<file path="src/rtl/sobel_seq_if.sv">
// Avalon-MM master bus between the Sobel pixel sequencer and memory.
// Request, address and write data are held while m_waitrequest is high.
interface sobel_seq_if;
  logic [31:0] m_address;
  logic        m_read;
  logic        m_write;
  logic [31:0] m_writedata;
  logic [31:0] m_readdata;
  logic        m_waitrequest;
  logic        m_readdatavalid;

  modport master (
    output m_address, m_read, m_write, m_writedata,
    input  m_readdata, m_waitrequest, m_readdatavalid
  );

  modport slave (
    input  m_address, m_read, m_write, m_writedata,
    output m_readdata, m_waitrequest, m_readdatavalid
  );
endinterface

</file>
<file path="src/rtl/sobel_pixel_sequencer.sv">
// Walks startpixel..endpixel: fetch each word, hand it to the Sobel core, write the result at +RESULT_OFFSET.
// Define SOBEL_SEQ_TIMEOUT_EN to add a core_done watchdog of TIMEOUT_CYC cycles.
module sobel_pixel_sequencer #(
  parameter logic [31:0] RESULT_OFFSET = 32'h0010_0000,
  parameter int          TIMEOUT_CYC   = 1024
) (
  input  logic        clk,
  input  logic        n_rst,
  input  logic [31:0] startpixel,
  input  logic [31:0] endpixel,
  input  logic [31:0] control,
  output logic [31:0] status,
  sobel_seq_if.master bus,
  output logic        core_start,
  output logic [31:0] core_pixel,
  input  logic        core_done,
  input  logic [31:0] core_result
);

  typedef enum logic [2:0] {IDLE, CHECK, RD_REQ, RD_WAIT, CORE, WR_REQ, NEXT, DONE} state_t;

  state_t      state_q, state_d;
  logic [31:0] cur_addr_q, cur_addr_d;
  logic [31:0] start_q, start_d;
  logic [31:0] end_q, end_d;
  logic [31:0] pixel_q, pixel_d;
  logic [31:0] wdata_q, wdata_d;
  logic [23:0] count_q, count_d;
  logic        go_dly_q, go_dly_d;
  logic        busy_q, busy_d;
  logic        done_q, done_d;
  logic        range_err_q, range_err_d;
  logic        aborted_q, aborted_d;
  logic        abort_pend_q, abort_pend_d;
  logic        core_start_q, core_start_d;
  logic        go_edge;
  logic        abort;
  logic        timeout_bit;
  logic        unused_ctrl;

  if (TIMEOUT_CYC < 1) begin : g_timeout_chk
    $error("TIMEOUT_CYC must be at least 1");
  end

`ifdef SOBEL_SEQ_TIMEOUT_EN
  localparam int TW = $clog2(TIMEOUT_CYC + 1);
  logic [TW-1:0] tmo_cnt_q, tmo_cnt_d;
  logic          timeout_q, timeout_d;
  assign timeout_bit = timeout_q;
`else
  assign timeout_bit = 1'b0;
`endif

  assign go_edge     = control[0] & ~go_dly_q;
  assign abort       = control[1];
  assign unused_ctrl = ^control[31:2];

  assign status          = {count_q, 3'b000, timeout_bit, aborted_q, range_err_q, done_q, busy_q};
  assign core_start      = core_start_q;
  assign core_pixel      = pixel_q;
  assign bus.m_writedata = wdata_q;

  always_comb begin
    state_d         = state_q;
    cur_addr_d      = cur_addr_q;
    start_d         = start_q;
    end_d           = end_q;
    pixel_d         = pixel_q;
    wdata_d         = wdata_q;
    count_d         = count_q;
    go_dly_d        = control[0];
    busy_d          = busy_q;
    done_d          = done_q;
    range_err_d     = range_err_q;
    aborted_d       = aborted_q;
    abort_pend_d    = abort_pend_q;
    core_start_d    = 1'b0;
    bus.m_read      = 1'b0;
    bus.m_write     = 1'b0;
    bus.m_address   = 32'h0;
`ifdef SOBEL_SEQ_TIMEOUT_EN
    tmo_cnt_d       = tmo_cnt_q;
    timeout_d       = timeout_q;
`endif

    case (state_q)
      IDLE: begin
        if (go_edge) begin
          // Range is latched here so register writes mid-run cannot disturb it.
          state_d     = CHECK;
          done_d      = 1'b0;
          range_err_d = 1'b0;
          aborted_d   = 1'b0;
          count_d     = 24'h0;
          start_d     = startpixel;
          end_d       = endpixel;
`ifdef SOBEL_SEQ_TIMEOUT_EN
          timeout_d   = 1'b0;
`endif
        end
      end
      CHECK: begin
        if (abort) begin
          aborted_d = 1'b1;
          state_d   = IDLE;
        end else if (start_q > end_q) begin
          range_err_d = 1'b1;
          done_d      = 1'b1;
          state_d     = IDLE;
        end else begin
          busy_d     = 1'b1;
          cur_addr_d = start_q;
          state_d    = RD_REQ;
        end
      end
      RD_REQ: begin
        bus.m_read    = 1'b1;
        bus.m_address = cur_addr_q;
        if (!bus.m_waitrequest) state_d = RD_WAIT;
      end
      RD_WAIT: begin
        // An abort seen while the read is outstanding waits for its data, then drops it.
        if (bus.m_readdatavalid) begin
          abort_pend_d = 1'b0;
          if (abort || abort_pend_q) begin
            busy_d    = 1'b0;
            aborted_d = 1'b1;
            done_d    = 1'b0;
            state_d   = IDLE;
          end else begin
            pixel_d      = bus.m_readdata;
            core_start_d = 1'b1;
            state_d      = CORE;
`ifdef SOBEL_SEQ_TIMEOUT_EN
            tmo_cnt_d    = '0;
`endif
          end
        end else if (abort) begin
          abort_pend_d = 1'b1;
        end
      end
      CORE: begin
        if (abort) begin
          busy_d    = 1'b0;
          aborted_d = 1'b1;
          done_d    = 1'b0;
          state_d   = IDLE;
        end else if (core_done) begin
          wdata_d = core_result;
          state_d = WR_REQ;
        end
`ifdef SOBEL_SEQ_TIMEOUT_EN
        else if (tmo_cnt_q == TW'(TIMEOUT_CYC - 1)) begin
          timeout_d = 1'b1;
          busy_d    = 1'b0;
          state_d   = IDLE;
        end else begin
          tmo_cnt_d = tmo_cnt_q + 1'b1;
        end
`endif
      end
      WR_REQ: begin
        bus.m_write   = 1'b1;
        bus.m_address = cur_addr_q + RESULT_OFFSET;
        if (!bus.m_waitrequest) begin
          count_d = (count_q == 24'hFF_FFFF) ? count_q : count_q + 24'd1;
          state_d = NEXT;
        end
      end
      NEXT: begin
        // Compare before increment so an end of 32'hFFFF_FFFF never wraps.
        if (abort) begin
          busy_d    = 1'b0;
          aborted_d = 1'b1;
          done_d    = 1'b0;
          state_d   = IDLE;
        end else if (cur_addr_q == end_q) begin
          state_d = DONE;
        end else begin
          cur_addr_d = cur_addr_q + 32'd1;
          state_d    = RD_REQ;
        end
      end
      DONE: begin
        busy_d  = 1'b0;
        done_d  = 1'b1;
        state_d = IDLE;
      end
      default: state_d = IDLE;
    endcase
  end

  always_ff @(posedge clk or negedge n_rst) begin
    if (!n_rst) begin
      state_q      <= IDLE;
      cur_addr_q   <= 32'h0;
      start_q      <= 32'h0;
      end_q        <= 32'h0;
      pixel_q      <= 32'h0;
      wdata_q      <= 32'h0;
      count_q      <= 24'h0;
      go_dly_q     <= 1'b0;
      busy_q       <= 1'b0;
      done_q       <= 1'b0;
      range_err_q  <= 1'b0;
      aborted_q    <= 1'b0;
      abort_pend_q <= 1'b0;
      core_start_q <= 1'b0;
`ifdef SOBEL_SEQ_TIMEOUT_EN
      tmo_cnt_q    <= '0;
      timeout_q    <= 1'b0;
`endif
    end else begin
      state_q      <= state_d;
      cur_addr_q   <= cur_addr_d;
      start_q      <= start_d;
      end_q        <= end_d;
      pixel_q      <= pixel_d;
      wdata_q      <= wdata_d;
      count_q      <= count_d;
      go_dly_q     <= go_dly_d;
      busy_q       <= busy_d;
      done_q       <= done_d;
      range_err_q  <= range_err_d;
      aborted_q    <= aborted_d;
      abort_pend_q <= abort_pend_d;
      core_start_q <= core_start_d;
`ifdef SOBEL_SEQ_TIMEOUT_EN
      tmo_cnt_q    <= tmo_cnt_d;
      timeout_q    <= timeout_d;
`endif
    end
  end

endmodule

</file>
<file path="src/flat_wrapper.sv">
// flat-port wrapper written by rule: the top's interface ports become plain ports
module sobel_pixel_sequencer_flat 
#(
  parameter logic [31:0] RESULT_OFFSET = 32'h0010_0000,
  parameter int          TIMEOUT_CYC   = 1024
)
  (clk, n_rst, startpixel, endpixel, control, status, core_start, core_pixel, core_done, core_result, bus_m_address, bus_m_read, bus_m_write, bus_m_writedata, bus_m_readdata, bus_m_waitrequest, bus_m_readdatavalid);
  sobel_seq_if bus_i ();
  input  logic clk;
  input  logic n_rst;
  input  logic [31:0] startpixel;
  input  logic [31:0] endpixel;
  input  logic [31:0] control;
  output logic [31:0] status;
  output logic core_start;
  output logic [31:0] core_pixel;
  input  logic core_done;
  input  logic [31:0] core_result;
  output wire logic [$bits(bus_i.m_address)-1:0] bus_m_address;
  output wire logic [$bits(bus_i.m_read)-1:0] bus_m_read;
  output wire logic [$bits(bus_i.m_write)-1:0] bus_m_write;
  output wire logic [$bits(bus_i.m_writedata)-1:0] bus_m_writedata;
  input wire logic [$bits(bus_i.m_readdata)-1:0] bus_m_readdata;
  input wire logic [$bits(bus_i.m_waitrequest)-1:0] bus_m_waitrequest;
  input wire logic [$bits(bus_i.m_readdatavalid)-1:0] bus_m_readdatavalid;
  assign bus_m_address = bus_i.m_address;
  assign bus_m_read = bus_i.m_read;
  assign bus_m_write = bus_i.m_write;
  assign bus_m_writedata = bus_i.m_writedata;
  assign bus_i.m_readdata = bus_m_readdata;
  assign bus_i.m_waitrequest = bus_m_waitrequest;
  assign bus_i.m_readdatavalid = bus_m_readdatavalid;
  sobel_pixel_sequencer #(.RESULT_OFFSET(RESULT_OFFSET), .TIMEOUT_CYC(TIMEOUT_CYC)) u_core (.clk(clk), .n_rst(n_rst), .startpixel(startpixel), .endpixel(endpixel), .control(control), .status(status), .bus(bus_i), .core_start(core_start), .core_pixel(core_pixel), .core_done(core_done), .core_result(core_result));
endmodule
</file>
<file path="config.mk">
export PLATFORM = sky130hd
export DESIGN_NAME = sobel_pixel_sequencer_flat
export DESIGN_NICKNAME = d
export VERILOG_FILES = /design/src/rtl/sobel_seq_if.sv /design/src/rtl/sobel_pixel_sequencer.sv /design/src/flat_wrapper.sv
export SDC_FILE = /design/constraint.sdc
export NUM_CORES = 1
export LEC_CHECK = 0
export CAP_MARGIN = 20
export CORE_UTILIZATION = 40
export DETAILED_ROUTE_END_ITERATION = 10
export DONT_BUFFER_PORTS = 1
export SYNTH_ARGS = -nofsm -noshare
export SYNTH_HDL_FRONTEND = slang
export SYNTH_SLANG_ARGS = --single-unit
export TNS_END_PERCENT = 50
</file>
<file path="constraint.sdc">
create_clock -name clk -period 3.9 [get_ports clk]
set_clock_uncertainty 0.2 [all_clocks]
set_input_delay 0.78 -clock clk [delete_from_list [all_inputs] [get_ports clk]]
set_output_delay 0.78 -clock clk [all_outputs]
set_load 0.005 [all_outputs]
</file>
==> results.py <==
metrics = {
    "run_status": {
        "status": "finished with violations",
        "failed_checks": "hold timing",
    },
    "detailed_routing": {
        "routedWlPerCell_um": 19.9,
        "antenna_left": 0,
        "drt_iter0_drc": 663,
        "first_pass_iters": 7,
        "drc_errors": 0,
        "drt-total-wl_um": 27700,
        "vias": 7830,
        "avgViaCountPerCell": 5.62,
    },
    "cts": {
        "cts_root_buffer": "clkbuf_16",
        "clkSinkCount": 194,
        "clock_latency_ns": 0.45,
        "cts_tree": "built",
        "cts_max_level": 4,
        "cts_buffers": 17,
        "clockBufferDepth": 2,
        "path_clk_slew_ns": 0.08,
    },
    "floorplan": {
        "coreArea_sq_um": 24600,
        "io_pins": 296,
        "fp.dieH_um": 161,
        "num_rows": 57,
        "die-area_sq_um": 25900,
        "die_w_um": 161,
        "initial_utilization_pct": 41.1,
    },
    "timing": {
        "fmax_mhz": 276,
        "setup_slack_ns": 0.273,
        "fin_crit_sh_pct": 93.0,
        "finalMaxSlewViolations": 0,
        "slew_headroom_pct": 46.4,
        "rsz0062_at_grt": "false",
        "whs_ns": -0.168,
        "setup_tns_ns": 0,
        "worstMarginPinSlew_ns": 0.804,
        "setup_viol": 0,
        "fin_crit_ns": 3.63,
        "final_hold_viol_count": 194,
    },
    "finish": {
        "fin_cells": 1394,
        "layout-drive-gt1-share_pct": 12.1,
        "syn_to_final_growth_pct": 8.90,
        "nNetsFinal": 1257,
        "antenna_cells": 0,
        "layout_common_cells": "203 x nand2_1, 194 x dfrtp_1, 86 x o21ai_0",
        "final_common_cell": "nand2_1",
    },
    "synth": {
        "synthFlopType": "dfrtp_1",
        "synth_cell_types": 57,
        "seq_area_frac_synth_pct": 48.0,
        "synthCells": 1088,
        "synthDominantCellAreaShare_pct": 48.0,
        "ys_warn_count": 0,
        "synth.avg_cell_area_sq_um": 9.30,
        "synth.cell_area_sq_um": 10100,
        "synth_area_leaders": "dfrtp_1 48%, nand2_1 7.5%, mux2_2 7.1%, ha_1 4.3%, o21ai_0 4.3%",
        "synth_edf_count": 0,
        "async_reset_ff_share_pct": 100,
        "synth.largest_area_cell": "dfrtp_1",
        "ys_ff_latch": 194,
    },
    "global_routing": {
        "grt_overflow_total": 0,
        "grt_max_degree": 195,
        "grt_pass1_wl_um": 43700,
        "antenna_found_initial": 0,
        "first_global_vias": 7760,
        "track_usage_pct": 21.7,
    },
    "worst_setup_path": {
        "critPathKind": "flip-flop to output pin",
        "critPathMaxFanout": 21,
        "critPathArrivalTime_ns": 2.65,
        "endpoint_kind": "output pin",
        "cpPeakStageDelay_ns": 0.73,
        "critPathLaunchType": "flip-flop",
        "slowest_stage": "dfrtp_1",
        "crit_chain": "nor2_4, nand2_2, clkinv_2, a21oi_2, buf_4, nor2b_1",
        "required_ns": 2.92,
    },
    "placed_design": {
        "io_buffers": 0,
        "dp_slack_ns": 0.700,
        "dp.cells": 1362,
        "place.gp.congestion": 0.853,
        "hpwlAfterDp_um": 19600,
    },
    "job": {
        "maxCapViolations": 0,
    },
    "power": {
        "p_leak_nw": 4.79,
        "power_density_nw_per_um2": 815,
        "ir_drop_mv": 0.424,
    },
    "min_path": {
        "hold_class": "input pin to async pin",
    },
}
final cells by class:
class | count | area [sq um]
clock buffer | 17 | 425
clock inverter | 15 | 200
fill | 2413 | 13600
inverter | 49 | 185
multi-input combinational | 778 | 4800
sequential | 194 | 4850
tap | 324 | 405
timing repair buffer | 17 | 153
path summary, 6_finish.rpt:
path | startpoint | endpoint | slack [ns] | cells past startpoint
max | u_core.state_q[1] | bus_m_address[1] | 0.27 | 6
min | n_rst | u_core.start_q[18] | -0.17 | 0
max reg2reg | u_core.end_q[14] | u_core.state_q[1] | 0.66 | 10
min reg2reg | u_core.start_q[2] | u_core.start_q[2] | 0.33 | 2
max in group asynchronous | n_rst | u_core.count_q[21] | 3.24 | 0
min in group clk | control[0] | u_core.go_dly_q | 0.17 | 0
where the power goes:
group          switching (mW)  internal [mW]
Combinational            1.86           1.43
Sequential              0.964           2.87
Clock                   0.957          0.893
Total                    3.78           5.20
synth_stat cells, drive strengths merged, types with 29 or more instances:
cell type	count
a31oi	29
ha	35
o21ai	87
nor2	47
clkbuf	48
xnor2	31
mux2	64
nand2	204
inv	48
nand3	31
dfrtp	194
a21oi	62
nand4	34
state kept, by name, summed over array words and instances (netlist names), 3 cells and up:
register	cells
u_core.bus.m_writedata	32
u_core.core_pixel	32
u_core.cur_addr_q	32
u_core.end_q	32
u_core.start_q	32
u_core.count_q	24
u_core.state_q	3
worst max-delay path: cells and delay by family, from the launching register on:
family / cells / cell delay (ns)
simple gates: 3 / 0.55
flops: 1 / 0.73
buf+inv: 2 / 0.69
compound gates: 1 / 0.21
timing repair:
action | CTS | global route
setup buffers | 0 | 0
hold endpoints to repair | 194 | 194
gates resized for setup | 0 | 0
cells by family (layout without fill, tap and decap cells):
family          Yosys count  after routing  share of synthesized area, %
compound gates          232            232                          13.4
simple gates            397            397                          18.3
mux                      64             64                          7.12
fa+ha+maj                35             35                          4.33
buf+inv                 119             98                          4.93
xor+xnor                 46             46                          3.98
other cells               1              4                        0.0370
flops                   194            194                          48.0
metal layers:
| layer | up-vias | global-route usage [%] | share of wire [%] |
|---|---|---|---|
| met5 | - | 0 | 0 |
| met4 | 0 | 5.87 | 1.7 |
| met3 | 32 | 6.09 | 7.7 |
| met2 | 296 | 35.2 | 49 |
| met1 | 3795 | 28.3 | 42 |
| li1 | 3707 | - | - |
stage by stage:
stage / area (sq um) / total power, mW / utilization, % / hold slack, ns
final: 11000 / 8.98 / 44.8 / -0.168
after global routing: 11000 / 9.66 / 44.8 / -0.194
after CTS: 11000 / 9.04 / 44.8 / -0.191
after detailed placement: 10400 / 7.14 / 42.3 / 0.294
after global placement: 10400 / 7.06 / 42.3 / 0.291
after floorplan: 10100 / 6.12 / - / 0.251
No activity file was read; power rests on OpenSTA's default activity.
